**config.mk**
```make
export PLATFORM = sky130hd
export DESIGN_NAME = dm_arbiter
export DESIGN_NICKNAME = d
export VERILOG_FILES = /design/src/rtl/dm_arbiter.sv
export SDC_FILE = /design/constraint.sdc
export NUM_CORES = 1
export LEC_CHECK = 0
export ABC_AREA = 1
export BUFFER_PORTS_ARGS = -buffer_cell sky130_fd_sc_hd__buf_2
export CORE_ASPECT_RATIO = 0.8
export CORE_MARGIN = 2
export CORE_UTILIZATION = 50
export CTS_CLUSTER_SIZE = 20
export DETAILED_ROUTE_END_ITERATION = 10
export PLACE_DENSITY_LB_ADDON = 0.15
export SYNTH_ARGS = -nofsm -noshare
export SYNTH_HDL_FRONTEND = slang
export SYNTH_SLANG_ARGS = --single-unit
```
**constraint.sdc**
```tcl
create_clock -name clock -period 3.14 [get_ports clock]
set_input_delay 0.471 -clock clock [delete_from_list [all_inputs] [get_ports clock]]
set_output_delay 0.471 -clock clock [all_outputs]
set_load 0.01 [all_outputs]
```
**src/rtl/dm_arbiter.sv**
```systemverilog
// -----------------------------------------------------------------------------
// dm_arbiter
//   Two-requester arbiter and sequencer for the single-port data memory.
//   The pipeline MEM stage (cpu_*) and an external loader/debug port (ext_*)
//   share the memory. Each granted access runs through a fixed-latency memory
//   cycle of MEM_LAT enable cycles. The pipeline is stalled while a CPU access
//   is outstanding. Ties alternate between the two sides.
//
// Parameters
//   ADDR_W   word-address width (byte address bits [ADDR_W+1:2])
//   DATA_W   data width
//   MEM_LAT  cycles mem_en is held per access, 1..7
//
// Ports
//   clock                 system clock, rising edge
//   reset                 asynchronous, active-low (0 = reset)
//   cpu_req/we/addr/wdata MEM-stage request, held until cpu_stall drops
//   cpu_rdata             load data, valid in the cycle cpu_stall falls
//   cpu_stall             freeze pc/if_id/id_exe/exe_mem while high
//   ext_req/we/addr/wdata external request, held until ext_ack
//   ext_rdata             read data, valid while ext_ack = 1
//   ext_ack               one-cycle completion pulse
//   mem_en/we/addr/wdata  memory command (mem_we qualified by mem_en)
//   mem_rdata             memory read data, valid on the last ACCESS cycle
//   busy                  high while the sequencer is not idle
//
// Optional feature: define DM_ARB_STATS_EN to add the saturating grant/wait
// counters stat_cpu, stat_ext and stat_wait.
// -----------------------------------------------------------------------------
module dm_arbiter #(
  parameter int ADDR_W  = 10,
  parameter int DATA_W  = 32,
  parameter int MEM_LAT = 2
) (
  input  logic              clock,
  input  logic              reset,
  input  logic              cpu_req,
  input  logic              cpu_we,
  input  logic [ADDR_W-1:0] cpu_addr,
  input  logic [DATA_W-1:0] cpu_wdata,
  output logic [DATA_W-1:0] cpu_rdata,
  output logic              cpu_stall,
  input  logic              ext_req,
  input  logic              ext_we,
  input  logic [ADDR_W-1:0] ext_addr,
  input  logic [DATA_W-1:0] ext_wdata,
  output logic [DATA_W-1:0] ext_rdata,
  output logic              ext_ack,
  output logic              mem_en,
  output logic              mem_we,
  output logic [ADDR_W-1:0] mem_addr,
  output logic [DATA_W-1:0] mem_wdata,
  input  logic [DATA_W-1:0] mem_rdata,
  output logic              busy
`ifdef DM_ARB_STATS_EN
  ,
  output logic [15:0]       stat_cpu,
  output logic [15:0]       stat_ext,
  output logic [15:0]       stat_wait
`endif
);

  generate
    if (MEM_LAT < 1 || MEM_LAT > 7) begin : g_lat_check
      $error("dm_arbiter: MEM_LAT=%0d is outside the legal range 1..7", MEM_LAT);
    end
  endgenerate

  localparam logic [2:0] CNT_LAST = 3'(MEM_LAT - 1);

  typedef enum logic [1:0] {
    S_IDLE   = 2'd0,
    S_ACCESS = 2'd1,
    S_DONE   = 2'd2
  } state_t;

  typedef enum logic {
    SIDE_CPU = 1'b0,
    SIDE_EXT = 1'b1
  } side_t;

  state_t     state;
  side_t      grant;
  side_t      last_grant;
  logic [2:0] cnt;

  side_t      winner;
  logic       any_req;

  assign any_req = cpu_req | ext_req;

  // A lone requester wins; on a tie the side that did not win last time wins.
  always_comb begin
    winner = SIDE_CPU;
    if (ext_req && (!cpu_req || last_grant == SIDE_CPU)) begin
      winner = SIDE_EXT;
    end
  end

  // Gated by reset so every output reads 0 while reset is held, even with
  // cpu_req high.
  assign cpu_stall = reset & cpu_req & ~((state == S_DONE) && (grant == SIDE_CPU));

  always_ff @(posedge clock or negedge reset) begin
    if (!reset) begin
      state      <= S_IDLE;
      grant      <= SIDE_CPU;
      last_grant <= SIDE_EXT;
      cnt        <= 3'd0;
      busy       <= 1'b0;
      mem_en     <= 1'b0;
      mem_we     <= 1'b0;
      mem_addr   <= '0;
      mem_wdata  <= '0;
      cpu_rdata  <= '0;
      ext_rdata  <= '0;
      ext_ack    <= 1'b0;
    end else begin
      unique case (state)
        S_IDLE: begin
          if (any_req) begin
            state      <= S_ACCESS;
            busy       <= 1'b1;
            cnt        <= 3'd0;
            grant      <= winner;
            last_grant <= winner;
            mem_en     <= 1'b1;
            if (winner == SIDE_EXT) begin
              mem_we    <= ext_we;
              mem_addr  <= ext_addr;
              mem_wdata <= ext_wdata;
            end else begin
              mem_we    <= cpu_we;
              mem_addr  <= cpu_addr;
              mem_wdata <= cpu_wdata;
            end
          end
        end

        S_ACCESS: begin
          if (cnt == CNT_LAST) begin
            state  <= S_DONE;
            mem_en <= 1'b0;
            mem_we <= 1'b0;
            // Writes leave the requester's read register untouched.
            if (!mem_we) begin
              if (grant == SIDE_EXT) begin
                ext_rdata <= mem_rdata;
              end else begin
                cpu_rdata <= mem_rdata;
              end
            end
            if (grant == SIDE_EXT) begin
              ext_ack <= 1'b1;
            end
          end else begin
            cnt <= cnt + 3'd1;
          end
        end

        S_DONE: begin
          // Requests are not sampled here; arbitration resumes in IDLE.
          state   <= S_IDLE;
          busy    <= 1'b0;
          ext_ack <= 1'b0;
        end

        default: begin
          state   <= S_IDLE;
          busy    <= 1'b0;
          mem_en  <= 1'b0;
          mem_we  <= 1'b0;
          ext_ack <= 1'b0;
        end
      endcase
    end
  end

`ifdef DM_ARB_STATS_EN
  function automatic logic [15:0] sat_inc(input logic [15:0] v);
    return (v == 16'hFFFF) ? v : v + 16'd1;
  endfunction

  // A side waits when it requests while the other side owns the sequencer.
  // The owning side is the one in DONE, so DONE never counts for itself, and
  // IDLE cycles carry no owner.
  logic wait_now;
  assign wait_now = (state != S_IDLE) &&
                    ((cpu_req && grant != SIDE_CPU) || (ext_req && grant != SIDE_EXT));

  always_ff @(posedge clock or negedge reset) begin
    if (!reset) begin
      stat_cpu  <= 16'd0;
      stat_ext  <= 16'd0;
      stat_wait <= 16'd0;
    end else begin
      if (state == S_IDLE && any_req) begin
        if (winner == SIDE_EXT) begin
          stat_ext <= sat_inc(stat_ext);
        end else begin
          stat_cpu <= sat_inc(stat_cpu);
        end
      end
      if (wait_now) begin
        stat_wait <= sat_inc(stat_wait);
      end
    end
  end
`endif

endmodule

```
* Word level (Yosys, flattened, before mapping) *
Index checks and enable logic that the tools add are counted.

storage, ports and cells
  register bits = 117
  input port bits = 122
  output and inout bits = 111
  word-level logic and storage cells = 63

operators by class
  add/subtract/negate cells = 1
  eq/ne operators = 7
  mux-type cells = 19
  bitwise operators = 10
  reduce and logical (&&, ||, !) cells = 14

operators by type and width
  kind                                                              count
  32-bit 2-to-1 mux                                                 1
  10-bit 2-to-1 mux                                                 1
  3-bit AND reduction                                               3
  2-bit inequality test (second input constant)                     4
  4-bit AND reduction                                               2
  1-bit 2-to-1 mux                                                  7
  1-bit inverter                                                    7
  3-bit 2-to-1 mux                                                  2
  1-bit one-hot mux with 3 select lines                             2
  3-bit one-hot mux with 2 select lines                             1
  2-bit AND reduction                                               3
  2-bit 2-to-1 mux                                                  2
  1-bit one-hot mux with 2 select lines                             2
  2-bit one-hot mux with 2 select lines                             1
  3-bit by 1-bit adder with 3-bit output (second input constant)    1
  3-bit by 1-bit == test with 1-bit output (second input constant)  1
  1-bit AND                                                         2
  2-bit by 1-bit == test with 1-bit output (second input constant)  1
  2-bit == test (second input constant)                             1
  1-bit logical AND                                                 2
  2-bit logical NOT                                                 1
  2-bit nonzero test                                                1
  1-bit logical NOT                                                 1
  1-bit logical OR                                                  1
  1-bit bitwise OR                                                  1

* Depth between registers and ports, before layout *
  word-level depth = 7
  mapped depth = 8

* Worst setup path before layout *
No wires, ideal clock.

  path type = register to register
  start point = reg cnt[0]
  end point = reg cpu_rdata[0]
  library setup time = 0.117 ns
  arrival time = 1.151 ns
  required time = 3.023 ns
  slack = 1.872 ns
  stages on the path, launching flop included = 8
  cells stage by stage = dfrtp_1 ha_1 nand2_1 nor2_4 buf_4 buf_6 nand3_1 nand2_1

on the way
  longest elaborated chain between the ends = 2

RTL lines
  what                                      line  text
  start, declared                           85    logic [2:0] cnt;
  start signal, assigned                    157   cnt <= cnt + 3'd1;
  3-bit by 1-bit == test with 1-bit output  141   if (cnt == CNT_LAST) begin
  4-bit AND reduction (no source line)      n/a
  end signal, assigned                      150   cpu_rdata <= mem_rdata;
  end, declared                             41    output logic [DATA_W-1:0] cpu_rdata,

Every way passes these cells.
A chain may end at the register's enable or synchronous reset.

* Final worst setup path *
  start point = reg grant
  end point = reg ext_rdata[23]

on the way
  longest elaborated chain between the ends = 1

RTL lines
  what                                  line  text
  start, declared                       83    side_t grant;
  start signal, assigned                125   grant <= winner;
  4-bit AND reduction (no source line)  n/a
  end signal, assigned                  148   ext_rdata <= mem_rdata;
  end, declared                         47    output logic [DATA_W-1:0] ext_rdata,

Every way passes these cells.

==> results.cfg <==
[run_status]
status = completed

[cells_and_area]
final_cells = 1040
n_antenna_cell = 0
fill_cells = 884
final_nets = 1011
layout-drive-gt1-share_pct = 31.1
syn_to_final_growth_pct = 33.5
post-route-util_pct = 68.5

[drt]
vias = 5075
wl_um = 14200
drt_pass1_iterations = 5
drt_iter0_drc = 399
ant_nets = 0
detail_route.wl_per_cell_um = 13.7
drc = 0
viasPerCell = 4.88

[sta]
hold_viol = 0
period_minus_slack_ns = 2.08
rsz0062_at_grt = no
whs_ns = 0.177
fin_skew_ns = 0.0162
layout_worst_path_cycle_share_pct = 66.3
max_slew_margin_pct = 28.8
worst_pin_slew_ns = 1.06
finalMaxSlewViolations = 0
setup_slack_ns = 1.06
final-setup-viol-count = 0
finalSetupTns_ns = 0
fmax_ghz = 0.480

[logic_synthesis]
avgSynthCellArea_sq_um = 7.92
synthDistinctLibCells = 20
synth_top_area_share_pct = 55.2
syn_inst = 664
ys_top_cells_by_area = dfrtp_1 55%, nand2_1 20%, nand3_1 6.7%
synth_area_sq_mm = 0.00526
ys_seq_elements = 117
synth_seq_area_share_pct = 55.7
synth.net_count = 788
synth-edff-count = 0
ys_top_cells_by_count = 285 x nand2_1, 116 x dfrtp_1, 70 x nand3_1
yosys_warnings = 0
synth_ff_type = dfrtp_1
synthArstFlopShare_pct = 100
yosysMostFrequentCell = nand2_1
synth_top_area_cell = dfrtp_1

[clock_network]
cts_hold_buffers = 0
ctsResizeCount = 0
clk_pin_slew_worst_paths_ns = 0.05
cts_tree = done
insertion_delay_ns = 0.40
post-cts-setup-buffers = 0
htreeDepth = 4
cts_sinks = 117
cts-root-buf = clkbuf_16
numCtsBuffers = 17
cts_buffer_depth = 2

[worst_setup_path]
rrSetupSlack_ns = 1.06
crit_required_ns = 3.42
critPathLaunchType = flop
r2r_end = ext_rdata[23]$_DFFE_PN0P_
end_kind = flop
cp_data_arrival_time_ns = 2.37
r2r-start = grant$_DFFE_PN0P_
crit_type = reg2reg
rr_worst_depth = 6
cp_max_fo = 33

[die]
num_rows = 33
core-area_sq_mm = 0.0102
start_util_pct = 51.3
die_h_um = 95.7
io_pins = 233
dieArea_sq_mm = 0.0114
die_w_um = 119

[place]
dp.final_hpwl_um = 10000
io_buffers = 232
dp_slack_ns = 1.07
dp.cells = 1008
gp_congestion = 0.842

[global_routing]
grt_util_met2_pct = 43.0
grt_use_total_pct = 25.6
gr-usage-met1_pct = 32.2
grt-ovfl-total = 0
grt_max_degree = 86
grt_pass1_vias = 4958
globalRouteMet3Util_pct = 6.99
antenna_found_initial = 0
grt_pass1_wl_um = 23000
top_usage_layer = met2

[flow_run]
drv_cap = 0

[worst_hold_path]
hold_class = in2async

[power]
pwr_density_cell_mw_per_mm2 = 1080
p_leak_nw = 4.05
vdd_ir_drop_max_uv = 466
## layout by cell type, fill, tap and decap left out
master | netlist | routed
buf_2 | 23 | 231
buf_4 | 7 | 10
bufinv_16 | 0 | 2
clkbuf_1 | 3 | 4
clkbuf_16 | 0 | 17
clkbuf_8 | 0 | 1
clkinv_2 | 0 | 5
clkinv_4 | 0 | 1
clkinvlp_4 | 0 | 2
dfrtp_1 | 116 | 116
dfstp_2 | 1 | 1
ha_1 | 2 | 2
inv_1 | 49 | 49
inv_2 | 2 | 2
nand2_1 | 285 | 284
nand2_2 | 1 | 2
nand3_1 | 70 | 70
nand3b_1 | 1 | 1
nor2_1 | 51 | 50
nor2_2 | 1 | 2
nor2_4 | 2 | 2
o211ai_1 | 1 | 1
o21ai_0 | 4 | 3
o21ai_1 | 40 | 40
o21ai_4 | 0 | 1
or2_2 | 1 | 1
## how the worst max path moves through the flow
stage | end | slack (ns) | start | cells past startpoint
final | ext_rdata[23]$_DFFE_PN0P_ | 1.06 | grant$_DFFE_PN0P_ | 6
after global routing | ext_rdata[23]$_DFFE_PN0P_ | 0.83 | grant$_DFFE_PN0P_ | 6
after CTS | ext_rdata[23]$_DFFE_PN0P_ | 1.03 | grant$_DFFE_PN0P_ | 6
after detailed placement | ext_rdata[14]$_DFFE_PN0P_ | 1.07 | grant$_DFFE_PN0P_ | 6
after global placement | ext_rdata[19]$_DFFE_PN0P_ | 1.16 | grant$_DFFE_PN0P_ | 6
after floorplan | cpu_rdata[0]$_DFFE_PN0P_ | 1.87 | cnt[0]$_DFFE_PN0P_ | 7
## critical path, cell delays in order, from the launching register on
cell     delay (ns)
dfrtp_1        0.44
inv_2          0.06
nor2_2         0.07
buf_4          0.33
nand2_1        0.71
nand2_1        0.27
nand2_1        0.08
## power by group
part	switching (W)	internal, W	leakage, nW
Combinational	0.00194	0.00111	2.36
Sequential	0.000443	0.00228	1.42
Clock	0.000652	0.00118	0.274
Total	0.00303	0.00458	4.05
## state kept, by name (all words and copies together) (netlist names)
name        count
busy            1
cpu_rdata      32
mem_we          1
state           2
last_grant      1
ext_rdata      32
mem_en          1
grant           1
ext_ack         1
cnt             3
mem_addr       10
mem_wdata      32
## per-stage QoR
stage,instance area (sq um),power [W]
floorplan,5260,0.00459
global route,7020,0.00819
global placement,6460,0.00569
finish,7020,0.00761
detailed placement,6460,0.00580
CTS,7020,0.00767
## per-layer routing
metal	wire [um]	up-vias
met1	6070	2384
met4	248	0
met5	0	-
met3	935	18
met2	6990	177
li1	-	2496
## cell families after synthesis
group                    count (synthesis)  synth area share (%)
AND/OR/NAND/NOR                        412                  31.6
AO/OA/AOI/OAI                           45                  4.33
buffers and inverters                   88                  7.90
flip-flops                             117                  55.7
adder cells (fa/ha/maj)                  2                 0.476
## cell type report
| class | instances | area [sq um] | area share (%) |
|---|---|---|---|
| Timing Repair Buffer | 241 | 1230 | 17.5 |
| Multi-Input combinational cell | 459 | 1930 | 27.5 |
| Sequential cell | 117 | 2930 | 41.7 |
| Clock inverter | 10 | 109 | 1.55 |
| Tap cell | 140 | 175 | 2.50 |
| Clock buffer | 22 | 454 | 6.47 |
| Inverter | 51 | 191 | 2.73 |
(Power assumes the default switching activity.)
